## src/rtl/seg7_pkg.sv

```systemverilog
// seg7_pkg: shared definitions for the multiplexed seven-segment capture path.
//   - active-low segment pattern constants for hex digits 0..F (bit0=a .. bit6=g)
//   - capture FSM state encoding
//   - select helpers (validity, select-to-index) and the nibble->pattern encoder,
//     the inverse of seg7_pattern_decoder, shared with the display side
package seg7_pkg;

    localparam logic [6:0] SEG_0 = 7'h40;
    localparam logic [6:0] SEG_1 = 7'h79;
    localparam logic [6:0] SEG_2 = 7'h24;
    localparam logic [6:0] SEG_3 = 7'h30;
    localparam logic [6:0] SEG_4 = 7'h19;
    localparam logic [6:0] SEG_5 = 7'h12;
    localparam logic [6:0] SEG_6 = 7'h02;
    localparam logic [6:0] SEG_7 = 7'h78;
    localparam logic [6:0] SEG_8 = 7'h00;
    localparam logic [6:0] SEG_9 = 7'h10;
    localparam logic [6:0] SEG_A = 7'h08;
    localparam logic [6:0] SEG_B = 7'h03;
    localparam logic [6:0] SEG_C = 7'h46;
    localparam logic [6:0] SEG_D = 7'h21;
    localparam logic [6:0] SEG_E = 7'h06;
    localparam logic [6:0] SEG_F = 7'h0E;

    typedef enum logic [1:0] {
        ST_IDLE    = 2'd0,
        ST_SETTLE  = 2'd1,
        ST_CAPTURE = 2'd2,
        ST_HOLD    = 2'd3
    } seg7_state_t;

    // Exactly one anode low selects a digit; blank and multi-low are rejected.
    function automatic logic sel_is_valid(input logic [3:0] sel);
        case (sel)
            4'b1110, 4'b1101, 4'b1011, 4'b0111: return 1'b1;
            default:                            return 1'b0;
        endcase
    endfunction

    function automatic logic [1:0] sel_to_idx(input logic [3:0] sel);
        case (sel)
            4'b1101: return 2'd1;
            4'b1011: return 2'd2;
            4'b0111: return 2'd3;
            default: return 2'd0;
        endcase
    endfunction

    function automatic logic [6:0] seg7_encode(input logic [3:0] nib);
        case (nib)
            4'h0: return SEG_0;
            4'h1: return SEG_1;
            4'h2: return SEG_2;
            4'h3: return SEG_3;
            4'h4: return SEG_4;
            4'h5: return SEG_5;
            4'h6: return SEG_6;
            4'h7: return SEG_7;
            4'h8: return SEG_8;
            4'h9: return SEG_9;
            4'hA: return SEG_A;
            4'hB: return SEG_B;
            4'hC: return SEG_C;
            4'hD: return SEG_D;
            4'hE: return SEG_E;
            default: return SEG_F;
        endcase
    endfunction

endpackage

```

## src/rtl/seg7_pattern_decoder.sv

```systemverilog
// seg7_pattern_decoder: combinational active-low 7-segment pattern -> hex nibble.
// Ports:
//   i_pattern [6:0] : segments a..g, active-low
//   o_nibble  [3:0] : decoded value, 0 when the pattern is not a hex glyph
//   o_invalid       : pattern is not one of the 16 hex glyphs
module seg7_pattern_decoder
    import seg7_pkg::*;
(
    input  logic [6:0] i_pattern,
    output logic [3:0] o_nibble,
    output logic       o_invalid
);

    always_comb begin
        o_nibble  = 4'h0;
        o_invalid = 1'b0;
        case (i_pattern)
            SEG_0: o_nibble = 4'h0;
            SEG_1: o_nibble = 4'h1;
            SEG_2: o_nibble = 4'h2;
            SEG_3: o_nibble = 4'h3;
            SEG_4: o_nibble = 4'h4;
            SEG_5: o_nibble = 4'h5;
            SEG_6: o_nibble = 4'h6;
            SEG_7: o_nibble = 4'h7;
            SEG_8: o_nibble = 4'h8;
            SEG_9: o_nibble = 4'h9;
            SEG_A: o_nibble = 4'hA;
            SEG_B: o_nibble = 4'hB;
            SEG_C: o_nibble = 4'hC;
            SEG_D: o_nibble = 4'hD;
            SEG_E: o_nibble = 4'hE;
            SEG_F: o_nibble = 4'hF;
            default: o_invalid = 1'b1;
        endcase
    end

endmodule

```

## src/rtl/seg7_scan_capture.sv

```systemverilog
// seg7_scan_capture: samples a time-multiplexed seven-segment bus, decodes each
// digit back to a nibble + dot flag, assembles four-digit frames and publishes a
// frame once it has been captured identically STABLE_FRAMES times in a row.
// Optional feature macro: SEG7_CAPTURE_ERR_EN (invalid patterns flag DECODE_ERROR
// and disqualify the frame they land in).
// Ports:
//   CLK, RESET          : clock, synchronous active-high reset
//   HEX_TO_CELL [7:0]   : segments a..g + DP (bit7), active-low
//   SEGMENT_SELECT [3:0]: digit anodes, active-low, digit 0 rightmost
//   DIGITS [15:0]       : published nibbles {d3,d2,d1,d0}
//   DOTS [3:0]          : published dot flags, 1 = lit
//   FRAME_VALID         : one-cycle pulse when DIGITS/DOTS update
//   LOCKED              : published data is current
//   DECODE_ERROR        : sticky invalid-pattern flag (0 without the macro)
module seg7_scan_capture
    import seg7_pkg::*;
#(
    parameter int SETTLE_CYCLES  = 4,
    parameter int STABLE_FRAMES  = 2,
    parameter int TIMEOUT_CYCLES = 1000000
) (
    input  logic        CLK,
    input  logic        RESET,
    input  logic [7:0]  HEX_TO_CELL,
    input  logic [3:0]  SEGMENT_SELECT,
    output logic [15:0] DIGITS,
    output logic [3:0]  DOTS,
    output logic        FRAME_VALID,
    output logic        LOCKED,
    output logic        DECODE_ERROR
);

    localparam int TW = $clog2(TIMEOUT_CYCLES);

    seg7_state_t r_state, w_next_state;

    logic [3:0]       r_sel;
    logic [7:0]       r_settle_cnt;
    logic [7:0]       r_seg;
    logic [TW-1:0]    r_idle_cnt;
    logic [3:0][3:0]  r_dig;
    logic [3:0]       r_dot;
    logic [3:0]       r_seen;
    logic [19:0]      r_prev_frame;
    logic [3:0]       r_match;
    logic [15:0]      r_digits;
    logic [3:0]       r_dots;
    logic             r_frame_valid;
    logic             r_locked;

    logic             w_sel_valid;
    logic             w_sel_change;
    logic             w_restart;
    logic             w_cnt_inc;
    logic             w_sample;
    logic             w_capture;
    logic             w_timeout;
    logic [1:0]       w_idx;
    logic [3:0]       w_nib;
    logic             w_invalid;
    logic [3:0][3:0]  w_frame_dig;
    logic [3:0]       w_frame_dot;
    logic [3:0]       w_seen_nx;
    logic [19:0]      w_frame;
    logic             w_close;
    logic [3:0]       w_match_nx;
    logic             w_publish;
    logic             w_frame_bad;

    assign w_sel_valid  = sel_is_valid(SEGMENT_SELECT);
    assign w_sel_change = (SEGMENT_SELECT != r_sel);
    assign w_idx        = sel_to_idx(r_sel);

    seg7_pattern_decoder u_dec (
        .i_pattern (r_seg[6:0]),
        .o_nibble  (w_nib),
        .o_invalid (w_invalid)
    );

    always_ff @(posedge CLK) begin
        if (RESET) r_state <= ST_IDLE;
        else       r_state <= w_next_state;
    end

    // A select change in any state restarts the settle on the new value in the
    // same cycle, so a fresh digit is never delayed by an extra IDLE cycle.
    always_comb begin
        w_next_state = r_state;
        w_restart    = 1'b0;
        w_cnt_inc    = 1'b0;
        w_sample     = 1'b0;
        w_capture    = 1'b0;
        case (r_state)
            ST_IDLE: begin
                if (w_sel_valid) begin
                    w_restart    = 1'b1;
                    w_next_state = ST_SETTLE;
                end
            end
            ST_SETTLE: begin
                if (w_sel_change) begin
                    w_restart    = 1'b1;
                    w_next_state = w_sel_valid ? ST_SETTLE : ST_IDLE;
                end else if (r_settle_cnt + 8'd1 == 8'(SETTLE_CYCLES)) begin
                    w_sample     = 1'b1;
                    w_next_state = ST_CAPTURE;
                end else begin
                    w_cnt_inc    = 1'b1;
                end
            end
            ST_CAPTURE: begin
                w_capture = 1'b1;
                if (w_sel_change) begin
                    w_restart    = 1'b1;
                    w_next_state = w_sel_valid ? ST_SETTLE : ST_IDLE;
                end else begin
                    w_next_state = ST_HOLD;
                end
            end
            ST_HOLD: begin
                if (w_sel_change) begin
                    w_restart    = 1'b1;
                    w_next_state = w_sel_valid ? ST_SETTLE : ST_IDLE;
                end
            end
            default: w_next_state = ST_IDLE;
        endcase
    end

`ifdef SEG7_CAPTURE_ERR_EN
    logic r_err_pend;
    logic r_decode_error;

    assign w_frame_bad = r_err_pend | w_invalid;

    always_ff @(posedge CLK) begin
        if (RESET) begin
            r_err_pend     <= 1'b0;
            r_decode_error <= 1'b0;
        end else if (w_capture) begin
            if (w_invalid) r_decode_error <= 1'b1;
            // The pending flag lives for one frame only.
            r_err_pend <= w_close ? 1'b0 : w_frame_bad;
        end else if (w_timeout) begin
            r_err_pend <= 1'b0;
        end
    end

    assign DECODE_ERROR = r_decode_error;
`else
    logic w_unused_invalid;
    assign w_unused_invalid = w_invalid;
    assign w_frame_bad      = 1'b0;
    assign DECODE_ERROR     = 1'b0;
`endif

    // Frame as it will look once the digit in CAPTURE is written.
    always_comb begin
        w_frame_dig        = r_dig;
        w_frame_dot        = r_dot;
        w_frame_dig[w_idx] = w_nib;
        w_frame_dot[w_idx] = ~r_seg[7];
        w_seen_nx          = r_seen | (4'b0001 << w_idx);
        w_frame            = {w_frame_dot, w_frame_dig};
        w_close            = w_capture & (&w_seen_nx);
        if (w_frame != r_prev_frame)
            w_match_nx = 4'd1;
        else if (r_match == 4'hF)
            w_match_nx = 4'hF;
        else
            w_match_nx = r_match + 4'd1;
        if (w_frame_bad)
            w_match_nx = 4'd0;
        w_publish = w_close && (w_match_nx >= 4'(STABLE_FRAMES)) &&
                    ((w_frame != {r_dots, r_digits}) || !r_locked);
    end

    // Capture wins over a timeout landing on the same edge.
    assign w_timeout = !w_capture && (r_idle_cnt == TW'(TIMEOUT_CYCLES - 1));

    always_ff @(posedge CLK) begin
        if (RESET) begin
            r_sel         <= 4'hF;
            r_settle_cnt  <= 8'd0;
            r_seg         <= 8'hFF;
            r_idle_cnt    <= '0;
            r_dig         <= '0;
            r_dot         <= 4'd0;
            r_seen        <= 4'd0;
            r_prev_frame  <= 20'd0;
            r_match       <= 4'd0;
            r_digits      <= 16'd0;
            r_dots        <= 4'd0;
            r_frame_valid <= 1'b0;
            r_locked      <= 1'b0;
        end else begin
            r_frame_valid <= 1'b0;

            if (w_restart) begin
                r_sel        <= SEGMENT_SELECT;
                r_settle_cnt <= 8'd0;
            end else if (w_cnt_inc) begin
                r_settle_cnt <= r_settle_cnt + 8'd1;
            end

            if (w_sample) r_seg <= HEX_TO_CELL;

            if (w_capture) begin
                r_idle_cnt <= '0;
                r_dig      <= w_frame_dig;
                r_dot      <= w_frame_dot;
                if (w_close) begin
                    r_seen       <= 4'd0;
                    r_prev_frame <= w_frame;
                    r_match      <= w_match_nx;
                end else begin
                    r_seen <= w_seen_nx;
                end
                if (w_publish) begin
                    r_digits      <= w_frame[15:0];
                    r_dots        <= w_frame[19:16];
                    r_frame_valid <= 1'b1;
                    r_locked      <= 1'b1;
                end
            end else if (w_timeout) begin
                r_idle_cnt <= '0;
                r_locked   <= 1'b0;
                r_seen     <= 4'd0;
                r_match    <= 4'd0;
            end else begin
                r_idle_cnt <= r_idle_cnt + 1'b1;
            end
        end
    end

    assign DIGITS      = r_digits;
    assign DOTS        = r_dots;
    assign FRAME_VALID = r_frame_valid;
    assign LOCKED      = r_locked;

endmodule

```

## config.mk

```make
export PLATFORM = sky130hd
export DESIGN_NAME = seg7_scan_capture
export DESIGN_NICKNAME = d
export VERILOG_FILES = /design/src/rtl/seg7_pkg.sv /design/src/rtl/seg7_pattern_decoder.sv /design/src/rtl/seg7_scan_capture.sv
export SDC_FILE = /design/constraint.sdc
export NUM_CORES = 1
export LEC_CHECK = 0
export BUFFER_PORTS_ARGS = -buffer_cell sky130_fd_sc_hd__buf_4
export CELL_PAD_IN_SITES_DETAIL_PLACEMENT = 0
export CELL_PAD_IN_SITES_GLOBAL_PLACEMENT = 1
export CORE_AREA = 4 4 136 138
export DETAILED_ROUTE_END_ITERATION = 10
export DIE_AREA = 0 0 140 142
export PLACE_DENSITY = 0.71
export SYNTH_ARGS = -nofsm -noshare
export SYNTH_HDL_FRONTEND = slang
export SYNTH_SLANG_ARGS = --single-unit
```

## constraint.sdc

```tcl
create_clock -name CLK -period 5.28 [get_ports CLK]
set_input_delay 1.056 -clock CLK [delete_from_list [all_inputs] [get_ports CLK]]
set_output_delay 1.056 -clock CLK [all_outputs]
set_load 0.01 [all_outputs]
```

* After elaboration in Yosys (flattened, before gate mapping)
Cells that the tools add are included.
** Word-level totals
- Register bits :: 112
- Logic and storage cells :: 121
- Output and inout port bits :: 23
- Bits of input ports :: 14
** Operators by class
- $lt $le $gt $ge :: 3
- Shifts and indexed selects :: 1
- Add/subtract/negate cells :: 3
- Reductions and logical operators :: 21
- Equality and inequality tests :: 35
- Bitwise gates (word level) :: 4
- Muxes and demuxes :: 37
** Operators with widths (count)
- $pmux 4 s15 :: 1
- $ne 20x20->1 :: 2
- $mux 4 :: 8
- $eq 4x4->1 const B :: 6
- $eq 7x5->1 const B :: 3
- $eq 7x6->1 const B :: 3
- $eq 7x7->1 const B :: 3
- $add 20x1->20 const B :: 1
- $eq 20x20->1 const B :: 1
- $bwmux 16 :: 1
- $mux 1 :: 16
- $eq 7x2->1 const B :: 2
- $eq 7x4->1 const B :: 2
- $mux 2 :: 5
- $add 8x1->8 const B :: 1
- $demux 4 s2 :: 1
- $eq 4x3->1 const B :: 2
- $eq 8x3->1 const B :: 1
- $pmux 2 s4 :: 1
- $reduce_and 2->1 :: 4
- $eq 7x3->1 const B :: 1
- $logic_not 7->1 :: 1
- $pmux 2 s3 :: 1
- $reduce_or 3->1 :: 2
- other kinds (26) :: 35

* Longest topological paths before layout
- Depth after elaboration :: 14
- Depth in mapped cells :: 13
- Depth with buffers taken out :: 9

* Modules after synthesis
Synthesis repeated with hierarchy kept, for this count alone.
** Unflattened totals
- Cell total of the unflattened synthesis :: 731
- Area total of the unflattened synthesis :: 5984.5 um^2
** By module, submodules not included
- seg7_scan_capture :: instances 1, sequential area each 2242.2 um^2, cells each 668, area an instance 5602.9 um^2
- seg7_pattern_decoder :: instances 1, sequential area each 0.0 um^2, cells each 63, area an instance 381.6 um^2

* Least setup slack after synthesis
No wires, ideal clock.
- Path type :: register -> register
- From :: register r_sel[2]
- To :: register r_digits[5] (netlist: DIGITS[5])
- Buffers on the path :: 2
- Data arrival time :: 2.751 ns
- Slack :: 2.406 ns
- Stages on the path, launching flop included :: 11
- Clock period less this slack :: 2.874 ns
- Data required time :: 5.157 ns
- Setup time :: 0.123 ns
- Path through :: dfxtp_1 -> buf_4 -> xor2_1 -> a31o_1 -> clkbuf_1 -> mux2i_1 -> xor2_1 -> o2111ai_2 -> nor4_4 -> nor2_4 -> mux2_1
** Between the ends
- Word-level cells in the longest chain between the ends :: 13
- Elaborated cells between the ends (all ways) :: 25
- Classes of those cells :: 3 x order compare; 5 x eq/ne; 1 x shift; 8 x mux; 2 x bitwise; 6 x reduce/logical
** RTL lines
- start: declaration :: RTL line seg7_scan_capture.sv:37 : logic [3:0] r_sel;
- start signal: assignment :: RTL line seg7_scan_capture.sv:183 : r_sel <= 4'hF;
- start signal: assignment :: RTL line seg7_scan_capture.sv:200 : r_sel <= SEGMENT_SELECT;
- $eq 4x3->1 or $eq 4x4->1 (tied branches) :: RTL line seg7_pkg.sv:41 : case (sel)
- $pmux 2 s3 (*) :: RTL line seg7_pkg.sv:41
- $lt 2x3->1 (not written as such) or $ge 2x1->1 (tied branches) :: RTL line seg7_scan_capture.sv:161, seg7_scan_capture.sv:162
- $logic_and 1x1->1 (not written as such) :: RTL line seg7_scan_capture.sv:161, seg7_scan_capture.sv:162
- $mux 4 (not written as such) or $mux 1 (tied branches) :: RTL line seg7_scan_capture.sv:161, seg7_scan_capture.sv:162
- $demux 4 s2 or $demux 1 s2 (tied branches) :: RTL line seg7_scan_capture.sv:161, seg7_scan_capture.sv:162
- $bwmux 16 or $bwmux 4 (tied branches) :: RTL line seg7_scan_capture.sv:161, seg7_scan_capture.sv:162
- $ne 20x20->1 :: RTL line seg7_scan_capture.sv:166 : if (w_frame != r_prev_frame)
- $mux 4 :: RTL line seg7_scan_capture.sv:166
- $ge 4x2->1 :: RTL line seg7_scan_capture.sv:174 : w_publish = w_close && (w_match_nx >= 4'(STABLE_FRAMES)) &&
- $logic_and 1x1->1 (2 in series) :: RTL line seg7_scan_capture.sv:174
- $reduce_and 2->1 (no source line)
- end signal: assignment :: RTL line seg7_scan_capture.sv:220 : r_digits <= w_frame[15:0];
- end: declaration :: RTL line seg7_scan_capture.sv:46 : logic [15:0] r_digits;
Every way passes the cells marked *; elsewhere a longest branch is shown, timed or not.
A chain may end at the register's enable or synchronous reset.

* Final worst setup path
- From :: register r_sel[3]
- To :: register r_digits[2] (netlist: DIGITS[2])
The elaborated chain is that of the path after synthesis.

==> results <==
- Global routing consumed, on the met2 layer, 32.6% of the routing resources.
- Wires add up to 22.9 mm.
- Static timing analysis puts the maximum clock frequency at 243 MHz.
- The clock-pin slew of the registers on the worst-case setup and hold paths is 0.08 ns.
- The slew at the pin closest to its max-slew limit is 1.25 ns.
- Counting every net in the synthesized netlist gives 853.
- The vias per cell is 6.11.
- In this run the mean area of a mapped cell was 8.40 sq um.
- The total clock buffers created by CTS is 9.
- The met1 routing resource usage after global routing is 32.3%.
- The power per standard cell area is 229 mW/mm^2.
- Setup repair after global routing left no endpoint under its margin.
- The core region is 0.0172 sq mm.
- The final-report setup violation count is 0.
- The worst-case IR drop observed on VDD is 147 uV.
- For this run, the slowest stage of the critical path takes 0.72 ns.
- After routing, the total negative slack on setup checks comes to 0 ns.
- In this run the tightest slew margin relative to its limit is 16.7%.
- The cell leakage power is 0.00268 uW.
- In this run the most used layer during global routing was met2.
- The placed instances occupy a cell area of 0.00732 sq mm.
- In this run the count of I/O pins placed on the die edge is 37.
- The number of global-route vias before repair is 6,095.
- The first global-routing pass estimated 35.6 mm of wire.
- The die covers 0.0199 sq mm.
- The area overhead of the layout relative to synthesis is 8.93%.
- The detailed-placement wirelength estimate is 17.0 mm.
- Across the routed clock network, the largest skew measured is 0.0102 ns.
- The count of cells in the finished layout, fillers not included, comes to 1,060.
- After global routing the overflow that remains totals 0.
- The initial antenna violation count is 0.
- Counting I/O delays and the setup requirement, the final critical path takes 4.11 ns.
- The final antenna diode count is 0.
- For this configuration, the core starts out at a cell density of 40.9%.
- The overall power consumption is 1750 uW.
- The number of DRC markers after the initial detailed-route iteration is 599.
- The detailed-route via count is 6,475.
- The share of synthesized area in the top cell type comes to 31.9%.
- Across every metal layer, demand over resource in global routing totals 22.8%.
- The synthesized cell area is 0.00702 sq mm.
- Post-CTS repair changed the size of 0 cells.
- In this run the core area contains 48 standard-cell rows.
- The count of input and output buffers is 35.
- The routability congestion estimate is 0.970.
- Summing the sequential cell areas from Yosys gives 31.9% of the chip area.
- The number of max-capacitance violations reported is 0.
- The number of buffers and inverters on the critical path is 1.
- The distinct cell type count after synthesis is 102.
- Before antenna repair, the detailed router went through 6 iterations.
- Global routing used 5.58% of the available met3 tracks.
- In this run the vertical extent of the chip is 142 um.
- The number of max-slew violations in the final report is 0.
- The run finished with clean final reports.
- The worst-case clock buffer depth is 2.
- By startpoint and endpoint, the worst setup path is classified as reg2reg.
- In the final layout, the share of cells above drive strength 1 is 14.6%.
- The top fanout value on the critical path is 20.
- The cell family contributing the most delay on the critical path is compound AO/OA/AOI/OAI gates.
- STA classifies the critical path startpoint as a flip-flop.
- The post-detailed-route DRC marker count is 0.
- The final hold violation count is 0.
- Among all flip-flop cells after synthesis, the most frequent one is sky130_fd_sc_hd__dfxtp_1.
- The maximum level of the CTS H-tree is 3.
- After clock tree synthesis, the setup repair step added 0 buffers.
- Walking the worst path, the cells encountered are and4b_1 > a31o_1 > a21oi_1 > o21a_1 > nand2_1 > nor4b_2 > nand4_2 > buf_4 > o211ai_1 > o41ai_2.
- The post-route clock period utilization is 77.8%.
- Sorting the synthesized cells by area gives the leading types as sky130_fd_sc_hd__dfxtp_1, sky130_fd_sc_hd__nor2_1, sky130_fd_sc_hd__xor2_1.
- The worst hold-check path type is reg2reg.
- The endpoint type of the worst setup path is a flip-flop.
- The most common cell in the synthesized netlist is sky130_fd_sc_hd__nor2_1.
- In the final routed layout, each cell accounts on average for 21.6 um.
- The master of the slowest instance on the critical path is sky130_fd_sc_hd__dfxtp_1.
- Counting tap cells, the placed design contains a total of 1,044 instances.
- The proportion of register bits with asynchronous set or reset after synthesis is 0%.
- At the later pin of the worst-skew pair, clock insertion delay measures 0.36 ns.
- The remaining antenna violation count after routing is 0.
- The width of the chip is 140 um.
- The maximum number of pins on one net before global-route repair is 49.
- Ranked by instance count, the synthesized netlist is headed by sky130_fd_sc_hd__nor2_1, sky130_fd_sc_hd__dfxtp_1, sky130_fd_sc_hd__a21oi_1, sky130_fd_sc_hd__nand2_1, sky130_fd_sc_hd__xor2_1.
- With fillers left out, the area of the finished cells amounts to 0.00765 sq mm.
- For this run, the number of Yosys warnings is 0.
- For the worst setup path, the data required time is 5.53 ns.
- The root buffer cell chosen for the clock tree is sky130_fd_sc_hd__clkbuf_16.
- The number of buffers added to fix hold violations after cts is 0.
- The biggest area contributor in the post-synthesis netlist is sky130_fd_sc_hd__dfxtp_1.
- The data arrival time of the worst path is 4.35 ns.
- The number of instances in the synthesized netlist is 836.
- The number of sinks on the clock net is 112.
- TritonCTS built the clock tree.
- The post-layout net count is 847.
- The number of synthesized register bits is 112.
- The synthesized design contains 0 enable-type register cells.
## stage by stage
stage | worst slack [ns] | util (%) | hold WS, ns
6_report | 1.17 | 44.5 | 0.453
5_1_grt | 0.925 | 44.5 | 0.492
4_1_cts | 1.25 | 44.5 | 0.454
3_5_place_dp | 1.26 | 42.6 | 0.437
3_3_place_gp | 1.17 | 42.6 | 0.428
2_1_floorplan | 2.41 | - | 0.418
## per-layer routing
metal  wire length [um]  vias up
li1                   -     3058
met1              10700     3091
met2               9490      256
met3               1700       70
met4               1030        0
met5                  0        -
## report_power, final
part | internal [uW] | leakage [uW] | switching (uW)
clock | 384 | 0.000158 | 361
sequential | 848 | 0.000903 | 11.8
combinational | 49.2 | 0.00162 | 97.6
## layout make-up
| type | count | area, sq um |
|---|---|---|
| fillers | 1746 | 9530 |
| inverters | 17 | 63.8 |
| flip-flops and latches | 112 | 2240 |
| well taps | 225 | 282 |
| clock inverters | 7 | 105 |
| multi-input cells | 646 | 4400 |
| clock buffers | 9 | 225 |
| repair buffers | 44 | 330 |
## placed cells by master (no fill, tap or decap), types with 4 or more instances in the layout
cell and instances:
sky130_fd_sc_hd__nor2_1 131, sky130_fd_sc_hd__o2111ai_1 5, sky130_fd_sc_hd__nand3_1 16, sky130_fd_sc_hd__o21ai_0 18, sky130_fd_sc_hd__nand2b_1 10, sky130_fd_sc_hd__nand4_1 11
sky130_fd_sc_hd__a41oi_1 4, sky130_fd_sc_hd__nand2_1 53, sky130_fd_sc_hd__mux2i_1 17, sky130_fd_sc_hd__a22oi_1 4, sky130_fd_sc_hd__nor4_1 9, sky130_fd_sc_hd__o211ai_1 11
sky130_fd_sc_hd__or2_2 6, sky130_fd_sc_hd__o41ai_2 5, sky130_fd_sc_hd__xor2_1 36, sky130_fd_sc_hd__nand4b_1 4, sky130_fd_sc_hd__nor4b_2 4, sky130_fd_sc_hd__nor3b_1 7
sky130_fd_sc_hd__nor2b_1 10, sky130_fd_sc_hd__o211ai_2 10, sky130_fd_sc_hd__o31ai_1 6, sky130_fd_sc_hd__a211oi_1 28, sky130_fd_sc_hd__a31oi_1 4, sky130_fd_sc_hd__nor3_1 15
sky130_fd_sc_hd__xnor2_1 29, sky130_fd_sc_hd__and3_1 9, sky130_fd_sc_hd__inv_1 14, sky130_fd_sc_hd__buf_4 44, sky130_fd_sc_hd__o41ai_1 12, sky130_fd_sc_hd__and4b_1 4
sky130_fd_sc_hd__clkbuf_16 9, sky130_fd_sc_hd__o22ai_1 7, sky130_fd_sc_hd__or3_1 7, sky130_fd_sc_hd__a2111oi_0 4, sky130_fd_sc_hd__a21oi_1 54, sky130_fd_sc_hd__nand3b_1 5
sky130_fd_sc_hd__dfxtp_1 112, sky130_fd_sc_hd__or3b_2 4
## cell families after synthesis
kind of cell	Yosys count	share of synthesized area, %
flip-flops	112	31.9
multiplexers	24	3.94
AND/OR/NAND/NOR	334	25.7
other	1	0.0534
buffers and inverters	78	5.45
adder cells (fa/ha/maj)	3	0.535
AO/OA/AOI/OAI	219	24.3
XOR/XNOR	65	8.11
## flip-flops by register name, summed over array words and instances (netlist names)
| name | flops |
|---|---|
| DIGITS | 16 |
| DOTS | 4 |
| FRAME_VALID | 1 |
| LOCKED | 1 |
| r_dig | 16 |
| r_dot | 4 |
| r_idle_cnt | 20 |
| r_match | 4 |
| r_prev_frame | 20 |
| r_seen | 4 |
| r_seg | 8 |
| r_sel | 4 |
| r_settle_cnt | 8 |
| r_state | 2 |
## worst paths after layout
kind                  from             to  slack [ns]  cells after the start
max reg2reg       r_sel[3]      DIGITS[2]        1.17                     10
min          r_idle_cnt[0]  r_idle_cnt[0]        0.45                      1
max               r_sel[3]      DIGITS[2]        1.17                     10
min reg2reg  r_idle_cnt[0]  r_idle_cnt[0]        0.45                      1
Note: power is estimated with default switching activity, not from simulation.
